==> config.mk <==
export PLATFORM = sky130hd
export DESIGN_NAME = if_fetch_unit
export DESIGN_NICKNAME = d
export VERILOG_FILES = /design/src/rtl/rv_pipeline_pkg.sv /design/src/rtl/if_hold_buffer.sv /design/src/rtl/if_fetch_unit.sv
export SDC_FILE = /design/constraint.sdc
export NUM_CORES = 1
export LEC_CHECK = 0
export CAP_MARGIN = 40
export CORE_UTILIZATION = 40
export DETAILED_ROUTE_END_ITERATION = 16
export GPL_TIMING_DRIVEN = 1
export PLACE_DENSITY = 0.7
export RECOVER_POWER = 50
export SYNTH_ARGS = -nofsm -noshare
export SYNTH_HDL_FRONTEND = slang
export SYNTH_SLANG_ARGS = --single-unit
==> constraint.sdc <==
create_clock -name clk -period 3.4 [get_ports clk]
set_input_delay 0.68 -clock clk [delete_from_list [all_inputs] [get_ports clk]]
set_output_delay 0.68 -clock clk [all_outputs]
set_load 0.1 [all_outputs]
==> src/rtl/rv_pipeline_pkg.sv <==
// Shared pipeline types and constants for the IF, IF/ID and ID stages.
package rv_pipeline_pkg;

    localparam int unsigned INST_W           = 32;
    localparam logic [31:0] PC_STEP          = 32'd4;
    localparam logic [31:0] DEFAULT_RESET_PC = 32'h0000_0000;

    typedef enum logic [1:0] {
        BOOT    = 2'd0,
        FETCH   = 2'd1,
        HOLD    = 2'd2,
        DISCARD = 2'd3
    } if_state_e;

    // Redirect targets are word aligned; the low two bits are dropped.
    function automatic logic [31:0] align_pc(input logic [31:0] pc);
        return {pc[31:2], 2'b00};
    endfunction

endpackage

==> src/rtl/if_hold_buffer.sv <==
// One-entry {instruction, pc} holding register used while ID is stalled.
module if_hold_buffer
    import rv_pipeline_pkg::*;
(
    input  logic              clk,
    input  logic              rst_n,
    input  logic              load,
    input  logic              clear,
    input  logic [INST_W-1:0] inst_in,
    input  logic [31:0]       pc_in,
    output logic [INST_W-1:0] inst_out,
    output logic [31:0]       pc_out
);

    logic [INST_W-1:0] inst_q, inst_d;
    logic [31:0]       pc_q, pc_d;

    always_comb begin
        inst_d = inst_q;
        pc_d   = pc_q;
        if (clear) begin
            inst_d = '0;
            pc_d   = '0;
        end else if (load) begin
            inst_d = inst_in;
            pc_d   = pc_in;
        end
    end

    always_ff @(posedge clk or negedge rst_n) begin
        if (!rst_n) begin
            inst_q <= '0;
            pc_q   <= '0;
        end else begin
            inst_q <= inst_d;
            pc_q   <= pc_d;
        end
    end

    assign inst_out = inst_q;
    assign pc_out   = pc_q;

endmodule

==> src/rtl/if_fetch_unit.sv <==
// Instruction-fetch front end: PC ownership, single-outstanding memory reads,
// stall absorption via a hold buffer and branch/jump redirect handling.
module if_fetch_unit
    import rv_pipeline_pkg::*;
#(
    parameter logic [31:0] RESET_PC = DEFAULT_RESET_PC
) (
    input  logic              clk,
    input  logic              reset,
    output logic              inst_mem_read_req,
    output logic [31:0]       inst_mem_addr,
    input  logic              inst_mem_ready,
    input  logic [INST_W-1:0] inst_mem_rdata,
    input  logic              stall,
    input  logic              redirect_valid,
    input  logic [31:0]       redirect_pc,
    output logic              IF_kick_up,
    output logic [INST_W-1:0] IF_inst,
    output logic [31:0]       IF_pc,
    output logic [31:0]       fetch_count
);

    if_state_e   state_q, state_d;
    logic [31:0] pc_q, pc_d;
    logic [31:0] redir_pc_q, redir_pc_d;
    logic [31:0] fetch_count_q, fetch_count_d;

    logic              buf_load, buf_clear;
    logic [INST_W-1:0] buf_inst;
    logic [31:0]       buf_pc;
    logic [31:0]       target_pc;

    assign target_pc = align_pc(redirect_pc);

    if_hold_buffer u_hold_buffer (
        .clk      (clk),
        .rst_n    (reset),
        .load     (buf_load),
        .clear    (buf_clear),
        .inst_in  (inst_mem_rdata),
        .pc_in    (pc_q),
        .inst_out (buf_inst),
        .pc_out   (buf_pc)
    );

    always_comb begin
        state_d           = state_q;
        pc_d              = pc_q;
        redir_pc_d        = redir_pc_q;
        inst_mem_read_req = 1'b0;
        IF_kick_up        = 1'b0;
        IF_inst           = '0;
        IF_pc             = pc_q;
        buf_load          = 1'b0;
        buf_clear         = 1'b0;

        case (state_q)
            BOOT: begin
                if (redirect_valid) pc_d = target_pc;
                state_d = FETCH;
            end
            FETCH: begin
                inst_mem_read_req = 1'b1;
                IF_inst           = inst_mem_rdata;
                if (redirect_valid) begin
                    // A read still in flight must be drained before refetching.
                    if (inst_mem_ready) begin
                        pc_d = target_pc;
                    end else begin
                        redir_pc_d = target_pc;
                        state_d    = DISCARD;
                    end
                end else if (inst_mem_ready && !stall) begin
                    IF_kick_up = 1'b1;
                    pc_d       = pc_q + PC_STEP;
                end else if (inst_mem_ready) begin
                    buf_load = 1'b1;
                    state_d  = HOLD;
                end
            end
            HOLD: begin
                IF_inst = buf_inst;
                IF_pc   = buf_pc;
                if (redirect_valid) begin
                    buf_clear = 1'b1;
                    pc_d      = target_pc;
                    state_d   = FETCH;
                end else if (!stall) begin
                    IF_kick_up = 1'b1;
                    pc_d       = buf_pc + PC_STEP;
                    state_d    = FETCH;
                end
            end
            DISCARD: begin
                inst_mem_read_req = 1'b1;
                if (inst_mem_ready) begin
                    pc_d    = redirect_valid ? target_pc : redir_pc_q;
                    state_d = FETCH;
                end else if (redirect_valid) begin
                    redir_pc_d = target_pc;
                end
            end
            default: state_d = BOOT;
        endcase

        fetch_count_d = fetch_count_q + {31'd0, IF_kick_up};
    end

    always_ff @(posedge clk or negedge reset) begin
        if (!reset) begin
            state_q       <= BOOT;
            pc_q          <= RESET_PC;
            redir_pc_q    <= RESET_PC;
            fetch_count_q <= '0;
        end else begin
            state_q       <= state_d;
            pc_q          <= pc_d;
            redir_pc_q    <= redir_pc_d;
            fetch_count_q <= fetch_count_d;
        end
    end

    assign inst_mem_addr = pc_q;
    assign fetch_count   = fetch_count_q;

endmodule

==> metrics.yaml <==
initial_core_util: 0.4108
critical_path.max_stage_delay_ns: 0.45
cp_data_arrival_time_ns: 2.43
worst_path_buffer_plus_inverter_count: 4
mappedNetlistArea_um2: 10080
async_reset_ff_frac: 1.000
worst_path_dominant_cell_family: "buffers and inverters"
synthCells: 1167
buffer_ports.inserted: 196
detailroute.via_count: 9972
cts_max_level: 4
design.portCount: 199
postRouteWirelength_mm: 32.87
finClkSkew_ns: 0.01579
cts.sink_count: 162
maxCapViolations: 1
ant_nets: 0
worstPathRequired_ns: 2.72
clk_path_buf_depth: 2
layout_worst_path_cycle_share: 0.9147
timing_worst_slew_pin_value_ns: 2.236
dieWidth_um: 160.7
cts_repair_resize_count: 0
setup_viols_final: 0
timing.max_slew.rel_slack: -0.4910
drc: 0
clk_pin_slew_worst_setup_hold_paths_ns: 0.08
failed_checks: "max-capacitance violations, max-slew violations"
path_max_fanout: 50
cts_post_setup_buffers_inserted: 0
cts.hold.buffers_added: 0
clk_root_buf: "clkbuf_16"
post-synth-top-area-cell: "dfrtp_1"
min-delay-path-class: "reg2reg"
setup_total_negative_slack_ns: 0
worst_slack_ns: 0.2899
gp_congestion: 0.9019
synth_seq_cells: 162
synth.lib_cells_used.distinct: 68
slew_viols_final: 82
fmax_ghz: 0.3215
hold_slack_ns: 0.4863
placeableCoreArea_um2: 24530
grt_pass1_vias: 9483
rsz0062_at_grt: "no"
vias_per_cell: 6.022
global_route_wire_length_before_repair_mm: 52.10
drt_pass_1_iters: 8
post-route-min-period_ns: 3.110
tritoncts: "built"
worst_setup_path_start_kind: "flop"
final_stage_net_count: 1396
detailed_place_hpwl_mm: 22.14
end_kind: "primary output"
area_share_of_the_largest_cell_type_after_synthesis: 0.4022
area.growth.synth_to_final_pct: 32.61
run_status: "finished with violations"
synth_sequential_area_ratio: 0.4022
grt.overflow.total: 0
grt_max_degree: 91
pre_cts_slack_ns: 0.07496
clock_latency_ns: 0.44
antenna_found_initial: 1
globalRouteTotalUtil: 0.2543
share_of_post_route_cells_with_drive_strength_above_1: 0.1833
timing.final.hold_violations: 0
dieHeight_um: 160.7
die-area_um2: 25830
drt-initial-drc-count: 871
slowest_library_cell_on_the_worst_path: "dfrtp_1"
netlist_top_cells_area: "dfrtp_1 40%, nand2_1 7.1%, mux2_2 6.9%"
inserted_clock_buffers: 17
rows: 57
synth.avg_cell_area_um2: 8.636
synthesis.nets: 1245
routedWlPerCell_um: 19.85
synth.yosys.warnings: 0
timing_worst_setup_path_type: "reg2out"
timing.critical_path.cells: "inv_1, ha_2, buf_4, buf_6, a22oi_1, nor2b_1, buf_12"
synth_top_flop_cell: "dfrtp_1"
synth_enable_flop_cells: 0
[per-stage QoR]
step           utilization  cell area [um2]  std cells
6_report            0.5448            13370       1656
4_1_cts             0.5545            13600       1655
3_5_place_dp        0.5306            13020       1623
2_1_floorplan            -            10290       1167
5_1_grt             0.5447            13360       1655
3_3_place_gp        0.5306            13020       1623
[per-layer routing]
layer,wire length (um),share of wire,GRT usage
met3,3429,0.10,0.07386
met1,13550,0.41,0.3345
met2,15170,0.46,0.4022
met4,721,0.022,0.08062
met5,0,0,0
[state kept, by name, indices dropped and copies added (netlist names)]
name                    flops
fetch_count                32
u_hold_buffer.inst_out     32
u_hold_buffer.pc_out       32
inst_mem_addr              32
redir_pc_q                 32
state_q                     2
[cell families (layout without fill, tap and decap cells)]
kind of cell,after synthesis,count (layout),share of synthesized area
flip-flops,162,162,0.4022
buffers and inverters,115,279,0.04556
XOR/XNOR,52,52,0.04519
other,0,1,0
AND/OR/NAND/NOR,463,463,0.2297
adder cells (fa/ha/maj),9,9,0.01117
multiplexers,73,73,0.08032
AO/OA/AOI/OAI,293,293,0.1858
[synth_stat cells, types with 4 or more instances]
cell	count
nand2_1	190
dfrtp_1	162
a21oi_1	106
clkbuf_1	67
mux2_2	62
o21ai_0	59
nor2_1	47
nand3_1	40
nor2b_1	39
a22oi_1	38
xnor2_1	29
nor4_1	25
nand4_1	24
nor3_1	23
xor2_1	23
inv_1	17
buf_1	15
and3_1	14
and4_1	13
buf_2	11
mux2i_1	10
o31ai_1	10
or4_1	10
ha_1	9
o211ai_1	9
o221ai_1	9
o32ai_1	9
o31a_1	7
a2111oi_0	6
and2_1	6
or2_2	6
or3_1	6
a31oi_1	5
a32o_1	4
nand2b_1	4
[path summary, 6_finish.rpt]
kind | start | to | slack [ns] | cells past startpoint
max reg2reg | state_q[1]$_DFFE_PN0P_ | fetch_count[31]$_DFF_PN0_ | 0.48 | 10
min | fetch_count[20]$_DFF_PN0_ | fetch_count[20]$_DFF_PN0_ | 0.49 | 1
max in group asynchronous | reset | u_hold_buffer.pc_out[14]$_DFFE_PN0P_ | 1.04 | 2
min reg2reg | fetch_count[20]$_DFF_PN0_ | fetch_count[20]$_DFF_PN0_ | 0.49 | 1
max | state_q[1]$_DFFE_PN0P_ | IF_inst[29] | 0.29 | 7
min in group asynchronous | reset | u_hold_buffer.inst_out[19]$_DFFE_PN0P_ | 0.89 | 1
[layout by cell type, fill, tap and decap left out, drive strengths merged, types with 25 or more instances in the layout]
master	count
clkdlybuf4s50	64
mux2	63
nand2	190
nand4	25
a21oi	106
nand3	41
clkbuf	81
o21ai	59
nor2	47
nor4	27
inv	25
nor2b	39
dfrtp	162
a22oi	38
buf	101
xnor2	29
[area by class of cell]
class	count	area, um2
Antenna cell	1	2.502
Clock buffer	17	425.4
Clock inverter	15	160.2
Fill cell	2240	11170
Inverter	18	70.07
Multi-Input combinational cell	890	5729
Sequential cell	162	4054
Tap cell	324	405.4
Timing Repair Buffer	229	2519
Power is not shown: default switching activity piles up to over one toggle a cycle in this logic, so the estimate is an artifact.
